===== src/rtl/mod_differentiator_if.sv =====
// Stream-side bundle for mod_differentiator: upstream sample handshake,
// modulus, downstream result handshake and the sticky error flag.
interface mod_differentiator_if #(
    parameter int unsigned BITWIDTH = 32
);
    logic                iClr;
    logic                iValid;
    logic                oReady;
    logic [BITWIDTH-1:0] iData;
    logic [BITWIDTH-1:0] iQ;
    logic                oValid;
    logic                iReady;
    logic [BITWIDTH-1:0] oData;
    logic                oErr;

    // master drives samples and consumes results; slave is the differentiator
    modport master (
        output iClr, iValid, iData, iQ, iReady,
        input  oReady, oValid, oData, oErr
    );

    modport slave (
        input  iClr, iValid, iData, iQ, iReady,
        output oReady, oValid, oData, oErr
    );
endinterface


===== src/rtl/mod_differentiator.sv =====
// Modular differentiator: inverts a mod-iQ running sum back into its increments,
// with a single-entry output stage and a sticky flag for out-of-range samples.
module mod_differentiator #(
    parameter int unsigned BITWIDTH = 32
) (
    input  logic                  iClk,
    input  logic                  iRst,
    mod_differentiator_if.slave   bus
);
    logic [BITWIDTH-1:0] prev;
    logic [BITWIDTH-1:0] dataR;
    logic                validR;
    logic                errR;

    logic                ready;
    logic                accept;
    logic                inRange;
    logic                drain;
    logic [BITWIDTH-1:0] diff;
    logic                unusedCarry;

    assign ready   = ~validR | bus.iReady;
    assign accept  = bus.iValid & ready & ~bus.iClr;
    assign inRange = bus.iData < bus.iQ;
    assign drain   = validR & bus.iReady;

    // Wrap term x + q - prev is formed one bit wider so q near 2^BITWIDTH cannot overflow.
    always_comb begin
        {unusedCarry, diff} = '0;
        if (bus.iData >= prev)
            {unusedCarry, diff} = {1'b0, bus.iData} - {1'b0, prev};
        else
            {unusedCarry, diff} = {1'b0, bus.iData} + {1'b0, bus.iQ} - {1'b0, prev};
    end

    always_ff @(posedge iClk) begin
        if (iRst) begin
            prev   <= '0;
            dataR  <= '0;
            validR <= 1'b0;
            errR   <= 1'b0;
        end else if (bus.iClr) begin
            prev   <= '0;
            validR <= 1'b0;
            errR   <= 1'b0;
        end else begin
            if (accept && inRange) begin
                dataR  <= diff;
                validR <= 1'b1;
                prev   <= bus.iData;
            end else begin
                if (accept)
                    errR <= 1'b1;
                if (drain)
                    validR <= 1'b0;
            end
        end
    end

    assign bus.oReady = ready;
    assign bus.oValid = validR;
    assign bus.oData  = dataR;
    assign bus.oErr   = errR;
endmodule


===== src/flat_wrapper.sv =====
// flat-port wrapper written by rule: the top's interface ports become plain ports
module mod_differentiator_flat 
#(
    parameter int unsigned BITWIDTH = 32
)
  (iClk, iRst, bus_iClr, bus_iValid, bus_iData, bus_iQ, bus_iReady, bus_oReady, bus_oValid, bus_oData, bus_oErr);
  mod_differentiator_if #(.BITWIDTH(BITWIDTH)) bus_i ();
  input  logic iClk;
  input  logic iRst;
  input wire logic [$bits(bus_i.iClr)-1:0] bus_iClr;
  input wire logic [$bits(bus_i.iValid)-1:0] bus_iValid;
  input wire logic [$bits(bus_i.iData)-1:0] bus_iData;
  input wire logic [$bits(bus_i.iQ)-1:0] bus_iQ;
  input wire logic [$bits(bus_i.iReady)-1:0] bus_iReady;
  output wire logic [$bits(bus_i.oReady)-1:0] bus_oReady;
  output wire logic [$bits(bus_i.oValid)-1:0] bus_oValid;
  output wire logic [$bits(bus_i.oData)-1:0] bus_oData;
  output wire logic [$bits(bus_i.oErr)-1:0] bus_oErr;
  assign bus_i.iClr = bus_iClr;
  assign bus_i.iValid = bus_iValid;
  assign bus_i.iData = bus_iData;
  assign bus_i.iQ = bus_iQ;
  assign bus_i.iReady = bus_iReady;
  assign bus_oReady = bus_i.oReady;
  assign bus_oValid = bus_i.oValid;
  assign bus_oData = bus_i.oData;
  assign bus_oErr = bus_i.oErr;
  mod_differentiator #(.BITWIDTH(BITWIDTH)) u_core (.iClk(iClk), .iRst(iRst), .bus(bus_i));
endmodule

===== config.mk =====
export PLATFORM = sky130hd
export DESIGN_NAME = mod_differentiator_flat
export DESIGN_NICKNAME = d
export VERILOG_FILES = /design/src/rtl/mod_differentiator_if.sv /design/src/rtl/mod_differentiator.sv /design/src/flat_wrapper.sv
export SDC_FILE = /design/constraint.sdc
export NUM_CORES = 1
export LEC_CHECK = 0
export CAP_MARGIN = 20
export CORE_MARGIN = 5
export CORE_UTILIZATION = 57
export DETAILED_ROUTE_END_ITERATION = 8
export GPL_TIMING_DRIVEN = 1
export PLACE_DENSITY = 0.88
export SLEW_MARGIN = 40
export SYNTH_ARGS = -nofsm -noshare
export SYNTH_HDL_FRONTEND = slang
export SYNTH_SLANG_ARGS = --single-unit

===== constraint.sdc =====
create_clock -name iClk -period 3.7 [get_ports iClk]
set_input_delay 0.37 -clock iClk [delete_from_list [all_inputs] [get_ports iClk]]
set_output_delay 0.37 -clock iClk [all_outputs]
set_load 0.02 [all_outputs]

==> qor.yml, run 1 <==
final-max-slew-violation-count: 0
fin_skew_ns: 0.0127
cts_buffers: 9
initial_core_util_pct: 58.5
dp_hpwl_mm: 17.9
drc: 0
setup_viol: 0
worstSetupStartpointType: "input pin"
clock_path_buffers: 2
slew_headroom_pct: 46.5
fin_ws_ns: 0.0377
coreArea_um2: 13300
synth_mux_area_share_pct: 4.63
synth_top_area_share_pct: 16.9
final_common_cell: "inv_1"
dieWidth_um: 127
grt_pass1_wl_mm: 36.2
syn_inst: 1000
syn_area_um2: 7810
power.density_nw_per_um2: 328
tightest_slew_ns: 0.802
max_freq_ghz: 0.273
clock_sinks: 66
syn_area_per_cell_um2: 7.81
crit_path_end_kind: "flop"
crit_required_ns: 3.97
grt_overflow: 0
h-tree-depth: 3
cts_tree: "done"
drive_gt1_share_pct: 12.5
finalCritPeriodShare_pct: 99.0
ios: 104
hold_class: "reg2reg"
drt_iter0_drc: 749
dr_total_vias: 7966
worst_ep_arrival_time_ns: 3.93
synth_fa_ha_area_share_pct: 23.4
n_antenna_cell: 0
path_clk_slew_ns: 0.07
synth_top_family_by_area: "adder cells"
placed_cell_area_um2: 9620
yosys.area.top_type: "dfxtp_1"
yosys_warnings: 0
synth-seq-cells: 66
cp_max_fo: 3
seq_area_frac_synth_pct: 16.9
gp_congestion: 0.935
synth_top_flop_cell: "dfxtp_1"
grt_start_max_net_pins: 44
first_pass_iters: 6
crit_chain: "clkdlybuf4s50_1, inv_1, fa_1, inv_1, fa_2, a21oi_4, o22ai_2, a221oi_2, buf_4, buf_4, o211ai_1, a31oi_1, nor2_1, o21ai_1, mux2_2, a211oi_1"
syn-num-nets: 1196
root_buffer: "clkbuf_16"
async_flop_share_pct: 0
fin_cells: 1353
critPathBufInv: 5
crit_family: "compound AO/OA/AOI/OAI gates"
p_leak_uw: 0.00442
antenna_found_initial: 0
grt_pass1_vias: 7725
row_count: 42
critical_path_class: "in2reg"
peakVddDrop_v: 0.000246
syn_to_final_growth_pct: 27.9
dp.cells: 1335
fin_util_pct: 74.9
post-place-ws_ns: -0.449
final_cell_mix: "inv_1 (168), nor2_1 (104), clkdlybuf4s50_1 (103), ha_1 (95), buf_4 (92)"
ant_nets: 0
slowest_delay_ns: 0.49
synth-compound-area-share_pct: 22.6
synth_xor_area_share_pct: 6.73
insertion_delay_ns: 0.36
dieArea_um2: 16100
synth-simple-area-share_pct: 15.0
wl_per_cell_um: 16.8
port_buffers: 103
wl_mm: 22.7
hold_viol_final: 0
status: "complete, no violations"
die_height_um: 127
synth_cell_type_count: 81
final_area_um2: 9990
cap_violations: 0
period_minus_slack_ns: 3.66
synth_enable_flop_cells: 0
vias_per_cell: 5.89
grt_util_all_layers_pct: 27.2
nNetsFinal: 1368
slowest_stage: "clkdlybuf4s50_1"
synth_area_leaders: "dfxtp_1 (17%), ha_1 (15%), fa_1 (8.2%)"
-- cell usage after synthesis, drive strengths merged (3+ instances only) --
library cell and number:
a211o 4, a211oi 31, a21o 25, a21oi 75, a221oi 7, a311oi 3, a31o 3, a31oi 10
a41oi 3, and2 5, and3 9, buf 18, clkbuf 20, dfxtp 66, fa 32, ha 95
inv 168, mux2i 35, nand2 48, nand2b 7, nand3 22, nand3b 3, nand4 16, nor2 105
nor2b 4, nor3 12, nor4 4, o211ai 5, o21a 10, o21ai 45, o21bai 8, o221ai 3
o311ai 4, or2 3, or3 3, xnor2 38, xor2 22
-- metal layers --
metal  vias up  global-route usage (%)  wire length (um)
met1      3735                    36.0              9670
met3        63                    5.18              1980
li1       3798                       -                 -
met2       370                    44.6             10500
met4         0                    9.27               523
met5         -                       0                 0
-- what timing repair did --
item / CTS / global route
endpoints found under the setup margin: 2 / 8
pin swaps: 2 / 3
hold buffers: 0 / 0
resized for setup: 2 / 13
buffers inserted: 2 / 0
-- kinds of logic after synthesis --
| family | Yosys count |
|---|---|
| mux | 36 |
| buf+inv | 207 |
| simple gates | 247 |
| compound gates | 257 |
| fa+ha+maj | 127 |
| xor+xnor | 60 |
| flops | 66 |
-- per-stage QoR --
step / hold WS (ns) / setup TNS (ns) / total power [uW]
after global routing: 0.505 / -0.116 / 3450
after global placement: 0.456 / -1.33 / 2300
after CTS: 0.472 / 0 / 3220
final: 0.476 / 0 / 3280
after floorplan: 0.491 / 0 / 1780
after detailed placement: 0.456 / -2.28 / 2350
-- power breakdown --
group          total (uW)  internal, uW  switching, uW
clock network         850           464            386
registers             770           745           24.6
logic                1660           763            892
-- tightest hold or removal path: stages, from the launching register on --
cell and delay [ns]:
dfxtp_1 0.32, nand2_1 0.06, a21oi_1 0.06
-- flip-flops by register name (all words and copies together) (netlist names) --
name	count
u_core.bus.oData	32
u_core.prev	32
u_core.bus.oErr	1
u_core.bus.oValid	1
-- worst paths after layout --
kind | startpoint | end | slack, ns | depth (start not counted)
setup / recovery | bus_iData[1] | u_core.bus.oData[24] | 0.04 | 16
hold / removal | u_core.bus.oData[2] | u_core.bus.oData[2] | 0.48 | 2
setup reg to reg | u_core.prev[1] | u_core.bus.oData[24] | 0.27 | 14
hold reg to reg | u_core.bus.oData[2] | u_core.bus.oData[2] | 0.48 | 2
-- area by class of cell --
cell class | instances | area (um^2)
fillers | 925 | 3350
clock inverters | 7 | 58.8
multi-input cells | 727 | 5730
inverters | 169 | 634
flip-flops and latches | 66 | 1320
well taps | 176 | 220
clock buffers | 9 | 225
repair buffers | 199 | 1800
Power figures use the tool's default switching activity.
==> run 2: changes to the inputs <==
Settings changed: ABC_AREA set to 1, CORE_UTILIZATION 57 to 59, PLACE_DENSITY 0.88 to 0.89.
==> run 2 against run 1 <==
- synthesized area up 26%
- non-clock buffer count decreased by 73
- clock skew down 0.00079 ns
- global-route usage is 6.1 points higher
- register-to-register slack better by 0.71 ns
- die area up 20%
- cell area up 15%
- clock-buffer cell count is the same
- sequential cell count is the same
- final cell count is 58% higher
- first-iteration DRC count grew 31%
- utilization down 4.9 points
==> qor.yml, run 2 <==
cp_common_cell: "nand2_1"
hold_class: "reg2reg"
gp_congestion: 1.05  # +12%
worstSetupStartpointType: "input pin"
period_minus_slack_ns: 3.09  # -0.575 ns
sw_frac_of_total_pct: 44.8  # +5.0 points
startpoint: "bus_iData[1]"
wl_mm: 32.4  # +43%
syn_area_per_cell_um2: 5.49  # -30%
status: "complete, no violations"
cts-hold-fix-buffers: 0  # unchanged
async_flop_share_pct: 0  # unchanged
slew_headroom_pct: 51.5  # +5.0 points
drive_gt1_share_pct: 3.29  # -9.2 points
crit_required_ns: 3.99  # +0.02 ns
cap_violations: 0  # unchanged
insertion_delay_ns: 0.36  # about the same
yosys.area.top_type: "nand2_1"
r2r_slack_ns: 0.98  # +0.71 ns
drt_iter0_drc: 982  # +31%
crit_path_end_kind: "flop"
wl_per_cell_um: 15.2  # -9.6%
syn-num-nets: 1993  # +67%
seq_area_frac_synth_pct: 13.4  # -3.5 points
vias_per_cell: 5.13  # -13%
grt_start_max_net_pins: 69  # +57%
coreArea_um2: 16500  # +23%
yosys_warnings: 0  # unchanged
switching_power_uw: 1640  # +26%
final_common_cell: "nand2_1"
grt_util_all_layers_pct: 33.3  # +6.1 points
syn_area_um2: 9860  # +26%
max_freq_ghz: 0.324  # +19%
synth_cell_type_count: 36  # -56%
reg2reg_depth: 15  # +1
dieWidth_um: 139  # +9.6%
die_height_um: 139  # +9.6%
grt_overflow: 0  # unchanged
h-tree-depth: 3  # unchanged
drc: 0  # unchanged
crit_chain: "clkdlybuf4s50_1, inv_1, fa_1, inv_1, fa_1, nand2_1, nand3_1, nand2_1, nand2_1, xor2_1, nand2_1, nand2_1, nor2_1, nor2_1"
grt_pass1_wl_mm: 51.7  # +43%
synth_area_leaders: "nand2_1 (26%), inv_1 (16%), dfxtp_1 (13%)"
syn_inst: 1797  # +80%
tightest_slew_ns: 0.727  # -0.0747 ns
dr_total_vias: 11000  # +38%
n_antenna_cell: 0  # unchanged
cts_tree: "done"
finalPower_uw: 3660  # +12%
cts_buffers: 9  # unchanged
finalCritPeriodShare_pct: 83.4  # -16 points
final.setup.tns_ns: 0  # unchanged
path_clk_slew_ns: 0.06  # about the same
cts.repair.resized: 0  # -2
synth_top_flop_cell: "dfxtp_1"
critical_path_class: "in2reg"
fin_cells: 2135  # +58%
worst_ep_arrival_time_ns: 3.37  # -0.56 ns
final-max-slew-violation-count: 0  # unchanged
nNetsFinal: 2106  # +54%
cp_max_fo: 5  # +2
p_int_uw: 2020  # +2.3%
peakVddDrop_v: 0.000236  # -4.3%
endpoint: "u_core.bus.oData[10]"
post-cts-setup-buffers: 0  # -2
slowest_delay_ns: 0.58  # +0.09 ns
clkPwrFrac_pct: 27.1  # +1.2 points
root_buffer: "clkbuf_16"
row_count: 47  # +12%
r2r-end: "u_core.bus.oData[30]"
syn_to_final_growth_pct: 16.7
combPwrFrac_pct: 51.7  # +1.2 points
hold_viol_final: 0  # unchanged
grt_setup_unrepaired: "false"
grt_pass1_vias: 10300  # +33%
clock_sinks: 66  # unchanged
synth_common_cells: "nand2_1 (693), inv_1 (430), nor2_1 (201), ha_1 (95), nand3_1 (80)"
dieArea_um2: 19400  # +20%
synth_enable_flop_cells: 0  # unchanged
synth-seq-cells: 66  # unchanged
antenna_found_initial: 0  # unchanged
seq_power_share_pct: 21.2  # -2.3 points
fin_util_pct: 69.9  # -4.9 points
port_buffers: 103  # unchanged
p_leak_uw: 0.00700  # +58%
synth_top_area_share_pct: 26.4  # +9.5 points
ant_nets: 0  # unchanged
slowest_stage: "clkdlybuf4s50_1"
fin_skew_ns: 0.0119  # -0.000795 ns
synthMostInstantiatedCell: "nand2_1"
ios: 104  # unchanged
power.density_nw_per_um2: 317  # -3.1%
initial_core_util_pct: 59.9  # +1.4 points
dp_hpwl_mm: 27.2  # +52%
first_pass_iters: 6  # unchanged
worstReg2RegStart: "u_core.prev[12]"
dp.cells: 2119  # +59%
final_cell_mix: "nand2_1 (693), inv_1 (429), nor2_1 (200), clkdlybuf4s50_1 (103), ha_1 (95)"
clock_path_buffers: 2  # unchanged
setup_viol: 0  # unchanged
## run 2: cell types whose count changed after synthesis, moves of 9 or more
cell | previous run | this run
clkbuf_1 | 20 | 5
a21o_1 | 25 | 2
nand3_1 | 22 | 80
nand2_1 | 48 | 693
mux2i_1 | 35 | 0
inv_1 | 168 | 430
nor3_1 | 11 | 1
nor2_1 | 104 | 201
xnor2_1 | 38 | 3
a31oi_1 | 10 | 1
a21oi_1 | 75 | 62
a211oi_1 | 30 | 0
o21ai_0 | 42 | 3
## run 2: final cells by class
| type | instances | area (um^2) |
|---|---|---|
| Multi-Input combinational cell | 1273 | 6750 |
| Fill cell | 1555 | 4950 |
| Inverter | 434 | 1630 |
| Sequential cell | 66 | 1320 |
| Timing Repair Buffer | 126 | 1220 |
| Tap cell | 220 | 275 |
| Clock buffer | 9 | 225 |
| Clock inverter | 7 | 101 |
## run 2: worst min path at each step
stage | cells past startpoint | slack (ns) | from | endpoint
2_1_floorplan | 2 | 0.46 | u_core.prev[0] | u_core.prev[0]
3_3_place_gp | 2 | 0.46 | u_core.bus.oErr | u_core.bus.oErr
3_5_place_dp | 2 | 0.46 | u_core.bus.oErr | u_core.bus.oErr
4_1_cts | 2 | 0.48 | u_core.bus.oErr | u_core.bus.oErr
5_1_grt | 2 | 0.50 | u_core.bus.oErr | u_core.bus.oErr
6_report | 2 | 0.48 | u_core.bus.oErr | u_core.bus.oErr
## run 2: critical path: cells and delay by family
family                     cells  cell delay, ns
and+or+nand+nor                8            0.95
xor gates and xnor gates       1            0.30
buffers and inverters          3            0.74
adders and majority gates      2            1.02
## run 2: kinds of logic (layout without fill, tap and decap cells)
group	after synthesis	after routing	synth area share, %
xor gates and xnor gates	32	32	2.84
and+or+nand+nor	1033	1033	42.3
AOI/OAI and AO/OA	81	81	4.55
adders and majority gates	127	127	18.5
buffers and inverters	458	576	18.3
DFF	66	66	13.4
## run 2: layer usage
| metal | part of all wire (%) | vias to the layer above | wire (um) | GRT usage [%] |
|---|---|---|---|---|
| li1 | - | 5523 | - | - |
| met1 | 40 | 4829 | 13100 | 39.7 |
| met2 | 46 | 479 | 15000 | 56.8 |
| met3 | 6.1 | 129 | 1990 | 3.84 |
| met4 | 7.2 | 0 | 2330 | 21.4 |
| met5 | 0 | - | 0 | 0 |
## run 2: metrics by stage
stage / setup WS, ns / cell area (um^2) / hold slack (ns)
2_1_floorplan: 1.30 / 9860 / 0.459
3_3_place_gp: 0.319 / 11200 / 0.459
3_5_place_dp: 0.344 / 11200 / 0.462
4_1_cts: 0.692 / 11500 / 0.479
5_1_grt: 0.393 / 11500 / 0.500
6_report: 0.613 / 11500 / 0.482
## run 2: power groups by stage
stage          Sequential, uW  Combinational, uW  Clock (uW)
6_report                  776               1890         990
5_1_grt                   780               2100        1030
4_1_cts                   775               1860         995
3_5_place_dp              791               1850           0
3_3_place_gp              790               1810           0
2_1_floorplan             819               1240           0
